`src/rtl/lvds_ser_tx.sv`:
```
// lvds_ser_tx: parallel-to-serial transmitter driving a differential pair.
// Words are sent MSB first, one bit per clock. A new word may be accepted in
// the last bit cycle of the current one, so a stream held valid goes out
// with no idle gap. O and OB are both flops, so the pair switches on the
// same edge and never skews through a combinational inverter.
module lvds_ser_tx #(
    parameter int   WIDTH      = 8,
    parameter logic IDLE_LEVEL = 1'b0
) (
    input  logic             CLK,
    input  logic             RST_N,
    input  logic [WIDTH-1:0] D,
    input  logic             D_VALID,
    output logic             D_READY,
    output logic             O,
    output logic             OB,
    output logic             TX_BUSY
);

    localparam int CNT_W = $clog2(WIDTH);
    localparam logic [CNT_W-1:0] LAST_BIT = CNT_W'(WIDTH - 1);

    typedef enum logic {
        IDLE,
        SHIFT
    } state_t;

    state_t           state;
    logic [CNT_W-1:0] bit_cnt;
    logic [WIDTH-1:0] shreg;
    logic             accept;

    // Ready when idle or on the final bit of the current word; never in reset.
    always_comb begin
        // NOTE: every output of a combinational block gets a value on every
        // path; a missed branch would infer a latch.
        D_READY = RST_N && ((state == IDLE) || (bit_cnt == LAST_BIT));
        accept  = D_VALID && D_READY;
    end

    // FSM, bit counter, shift register and registered serial outputs.
    always_ff @(posedge CLK) begin
        // NOTE: sequential state uses non-blocking assignments so every flop
        // samples the pre-edge values regardless of statement order.
        if (!RST_N) begin
            state   <= IDLE;
            bit_cnt <= '0;
            shreg   <= '0;
            O       <= IDLE_LEVEL;
            OB      <= ~IDLE_LEVEL;
            TX_BUSY <= 1'b0;
        end else if (accept) begin
            // The MSB goes straight to the output; the register keeps the
            // word so the following bits come from shreg[WIDTH-2] onward.
            state   <= SHIFT;
            bit_cnt <= '0;
            shreg   <= D;
            O       <= D[WIDTH-1];
            OB      <= ~D[WIDTH-1];
            TX_BUSY <= 1'b1;
        end else if (state == SHIFT) begin
            if (bit_cnt != LAST_BIT) begin
                bit_cnt <= bit_cnt + 1'b1;
                shreg   <= shreg << 1;
                O       <= shreg[WIDTH-2];
                OB      <= ~shreg[WIDTH-2];
            end else begin
                // Last bit has been on the line and nothing new arrived.
                state   <= IDLE;
                bit_cnt <= '0;
                shreg   <= '0;
                O       <= IDLE_LEVEL;
                OB      <= ~IDLE_LEVEL;
                TX_BUSY <= 1'b0;
            end
        end
    end

endmodule

```
`config.mk`:
```
export PLATFORM = sky130hd
export DESIGN_NAME = lvds_ser_tx
export DESIGN_NICKNAME = d
export VERILOG_FILES = /design/src/rtl/lvds_ser_tx.sv
export SDC_FILE = /design/constraint.sdc
export NUM_CORES = 1
export LEC_CHECK = 0
export CAP_MARGIN = 20
export CORE_AREA = 3 3 46 44
export DETAILED_ROUTE_END_ITERATION = 12
export DIE_AREA = 0 0 49 47
export GPL_TIMING_DRIVEN = 0
export PLACE_DENSITY = 0.73
export SLEW_MARGIN = 5
export SYNTH_ARGS = -nofsm -noshare
export SYNTH_HDL_FRONTEND = slang
export SYNTH_SLANG_ARGS = --single-unit
```
`constraint.sdc`:
```
create_clock -name CLK -period 1.3 [get_ports CLK]
set_clock_uncertainty 0.1 [all_clocks]
set_input_delay 0.195 -clock CLK [delete_from_list [all_inputs] [get_ports CLK]]
set_output_delay 0.195 -clock CLK [all_outputs]
set_load 0.05 [all_outputs]
```
# Word level (Yosys, flattened, before mapping)
# Index checks and enable logic that the tools add are counted.
# Widths: inputs -> output; s select.
# totals
reg_bits	14
in_bits	11
out_inout_bits	4
elab_cells	36
# classes
add_sub_neg	1
n_eq_ne	3
n_mux	16
bitwise	4
n_reduce_logical	6
# op_table
op	count
$mux 7	3
$mux 1	12
$not 1->1	4
$add 3x1->3 const B	1
$eq 3x3->1 const B	1
$mux 3	1
$ne 3x3->1 const B	1
$logic_and 1x1->1	2
$ne 2x2->1 const B	1
$reduce_and 2->1	1
$reduce_bool 2->1	1
$reduce_or 2->1	1
$logic_or 1x1->1	1

# Longest topological paths before layout
# logic_depth
ltp_word	6
depth_mapped	6
depth_no_buf	5

# Least setup slack after synthesis
# Ideal clock, no wire load.
# synth_timing
path_kind	register to output
startpoint	register bit_cnt[0]
endpoint	output D_READY
arrival_time_ns	1.539
required_ns	1.005
path_slack_ns	-0.534
path_stages_with_launch	6
n_path_buf	1
cell_sequence	dfxtp_1 -> ha_1 -> ha_1 -> nor2b_1 -> buf_4 -> nor2_1
# synth_via
elab_chain_len	3
# synth_lines
element	line_no	text
start, declared	29	logic [CNT_W-1:0] bit_cnt;
start signal, assigned	63	bit_cnt <= bit_cnt + 1'b1;
$eq 3x3->1	37	D_READY = RST_N && ((state == IDLE) || (bit_cnt == LAST_BIT));
$logic_or 1x1->1	37	
$logic_and 1x1->1	37	
end, declared	14	output logic D_READY,
# No other way between the ends.

# Worst setup path in the final report
# Ends and elaborated chain as after synthesis.

==> impl_metrics.yaml <==
worst_setup_path:
  crit_family: "flip-flops"
  path_class: "reg -> out"
  worstPathCellList: "ha_4 > ha_4 > nor2b_1 > buf_4 > nor2_4 > buf_6"
  worstPathArrival_ps: 1350
  critPathMaxFanout: 2
  slowest_stage: "dfxtp_2"
  critPathLaunchType: "flip-flop"
  crit_buf_inv: 2
  required_ps: 1000
  timing.critical_path.mode_cell: "ha_4"
  cp-end-kind: "primary output"
  slowest_delay_ps: 350
cells_and_area:
  n_antenna_cell: 0
  syn_to_final_growth_pct: 51.5
  nets: 112
  stdcell_area_um2: 990
  mostFrequentLayoutCell: "nand2_1"
  multi_input_area_um2: 424
  final_layout_size_suffix_gt1_share_pct: 35.7
  final_core_util_pct: 60.8
  ff_latch_area_um2: 283
  fin_cells: 122
  final_cell_mix: "nand2_1, dfxtp_1, a31oi_1"
  nFillCells: 142
clock_network:
  clk_path_buf_depth: 2
  postCtsHoldBufs: 0
  tritoncts: "built"
  numCtsBuffers: 3
  clk-insertion-delay-late_ps: 280
  htreeDepth: 1
  cts_root_buf: "clkbuf_4"
  cts.sinks: 14
  path_clk_slew_ps: 90
yosys:
  synth_cell_types: 22
  synth-seq-cells: 14
  netlist_instances: 76
  syn_nets: 89
  ys_seq_area_share_pct: 42.9
  netlist_area_um2: 653
  syn_area_per_cell_um2: 8.59
  ys.warnings.count: 0
grt:
  grt_pass1_vias: 560
  grtUsageTotal_pct: 15.4
  grt_overflow: 0
  grt_pass1_wl_mm: 2.66
  antenna_found_initial: 0
  grt_max_degree: 11
die:
  start_util_pct: 40.1
  coreArea_mm2: 0.00163
  chipHeight_um: 47
  rows: 14
  dieArea_mm2: 0.00230
  ios: 15
  die_x_um: 49
power:
  powerDensity_mw_per_mm2: 1010
  vdd_drop_max_v: 0.000811
  leakage_nw: 0.381
timing:
  slew_headroom_pct: 82.5
  setup_viol_count_final: 15
  drv_slew: 0
  hold_violations: 0
  setup_ws_ps: -345
  fin_crit_ps: 1640
  fmax_mhz: 608
  post-route-period-util_pct: 127
  rsz0062_at_grt: "yes"
  tightest_slew_ps: 263
  fin_setup_tns_ps: -2800
drt:
  drt_iter0_drc: 14
  routedWlPerCell_um: 12.9
  antenna_left: 0
  drtPass1Iterations: 4
  viasPerCell: 5.10
  vias: 622
  wirelength_mm: 1.57
  remaining_drc_errors: 0
outcome:
  violations: "negative setup slack"
  status: "finished with violations"
place:
  dp_cells: 113
  placed_cell_area_um2: 848
  gp_congestion: 0.721
  dpl_worst_slack_ps: -1080
  portBuffers: 13
  dpl.hpwl_um: 987
hold_path:
  min_path_type: "in -> reg"
run:
  cap_violations: 0
## final cells by class
class	count	area share, %
timing repair buffer	18	17.2
clock buffer	4	3.67
inverter	2	0.759
multi-input combinational	55	42.9
sequential	14	28.6
tap	24	3.03
buffer	5	3.92
## routing by layer
metal,routed length [um],track usage [%],vias up
met3,70,4.44,2
met2,740,25.7,18
met5,0,0,-
li1,-,-,309
met4,18,3.41,0
met1,743,20.2,293
## power by group
group	switching (mW)	internal (mW)
sequential	0.0185	0.456
combinational	0.121	0.0936
clock	0.143	0.170
total	0.282	0.720
## tightest hold or removal path: cells and delay by family
family                 cells  cell delay, ps
and+or+nand+nor            1              70
buffers and inverters      1             130
AOI/OAI and AO/OA          1              70
## per-stage QoR
stage	total power, mW	hold slack, ps
5_1_grt	1.05	136
2_1_floorplan	0.605	226
3_3_place_gp	0.670	354
4_1_cts	1.01	128
3_5_place_dp	0.675	358
6_report	1.00	136
## repair_timing
action,CTS,global route
cloned,0,0
endpoints found under the setup margin,17,18
setup buffers,5,0
pin swaps,17,1
resized for setup,34,6
## synth_stat cells
| cell type | n | area [um2] |
|---|---|---|
| nand2b_4 | 1 | 13.8 |
| buf_4 | 2 | 15.0 |
| o21ai_0 | 1 | 5.00 |
| clkbuf_1 | 1 | 3.75 |
| dfxtp_1 | 14 | 280 |
| o311a_1 | 1 | 10.0 |
| nand3_1 | 8 | 40.0 |
| nor2b_1 | 2 | 12.5 |
| o21a_1 | 1 | 7.51 |
| buf_2 | 1 | 5.00 |
| mux2i_1 | 2 | 20.0 |
| nor3b_1 | 2 | 15.0 |
| ha_1 | 2 | 25.0 |
| o221ai_2 | 1 | 15.0 |
| a31oi_1 | 9 | 56.3 |
| nand2b_1 | 1 | 6.26 |
| nand2_1 | 14 | 52.6 |
| a21oi_4 | 1 | 16.3 |
| inv_1 | 2 | 7.51 |
| a21oi_1 | 1 | 5.00 |
| buf_6 | 1 | 11.3 |
| nor2_1 | 8 | 30.0 |
## worst paths after layout
path                            depth (start not counted)  slack, ps                    start              endpoint
worst min register to register                          2        380          OB$_SDFFE_PN1P_       OB$_SDFFE_PN1P_
worst max-delay path                                    6       -340  bit_cnt[0]$_SDFFE_PP0P_               D_READY
worst max register to register                          7       -300  bit_cnt[0]$_SDFFE_PP0P_        O$_SDFFE_PN0P_
worst min-delay path                                    3        140                  D_VALID  TX_BUSY$_SDFFE_PN0P_
## sequential cells by signal, indices dropped and copies added (netlist names)
signal	count
O	1
OB	1
TX_BUSY	1
bit_cnt	3
shreg	7
state	1
## logic make-up after synthesis
| family | share of synthesized area [%] |
|---|---|
| AOI/OAI and AO/OA | 17.6 |
| adders and majority gates | 3.83 |
| buffers and inverters | 6.51 |
| DFF | 42.9 |
| muxes | 3.07 |
| and+or+nand+nor | 26.1 |
Power figures use the tool's default switching activity.
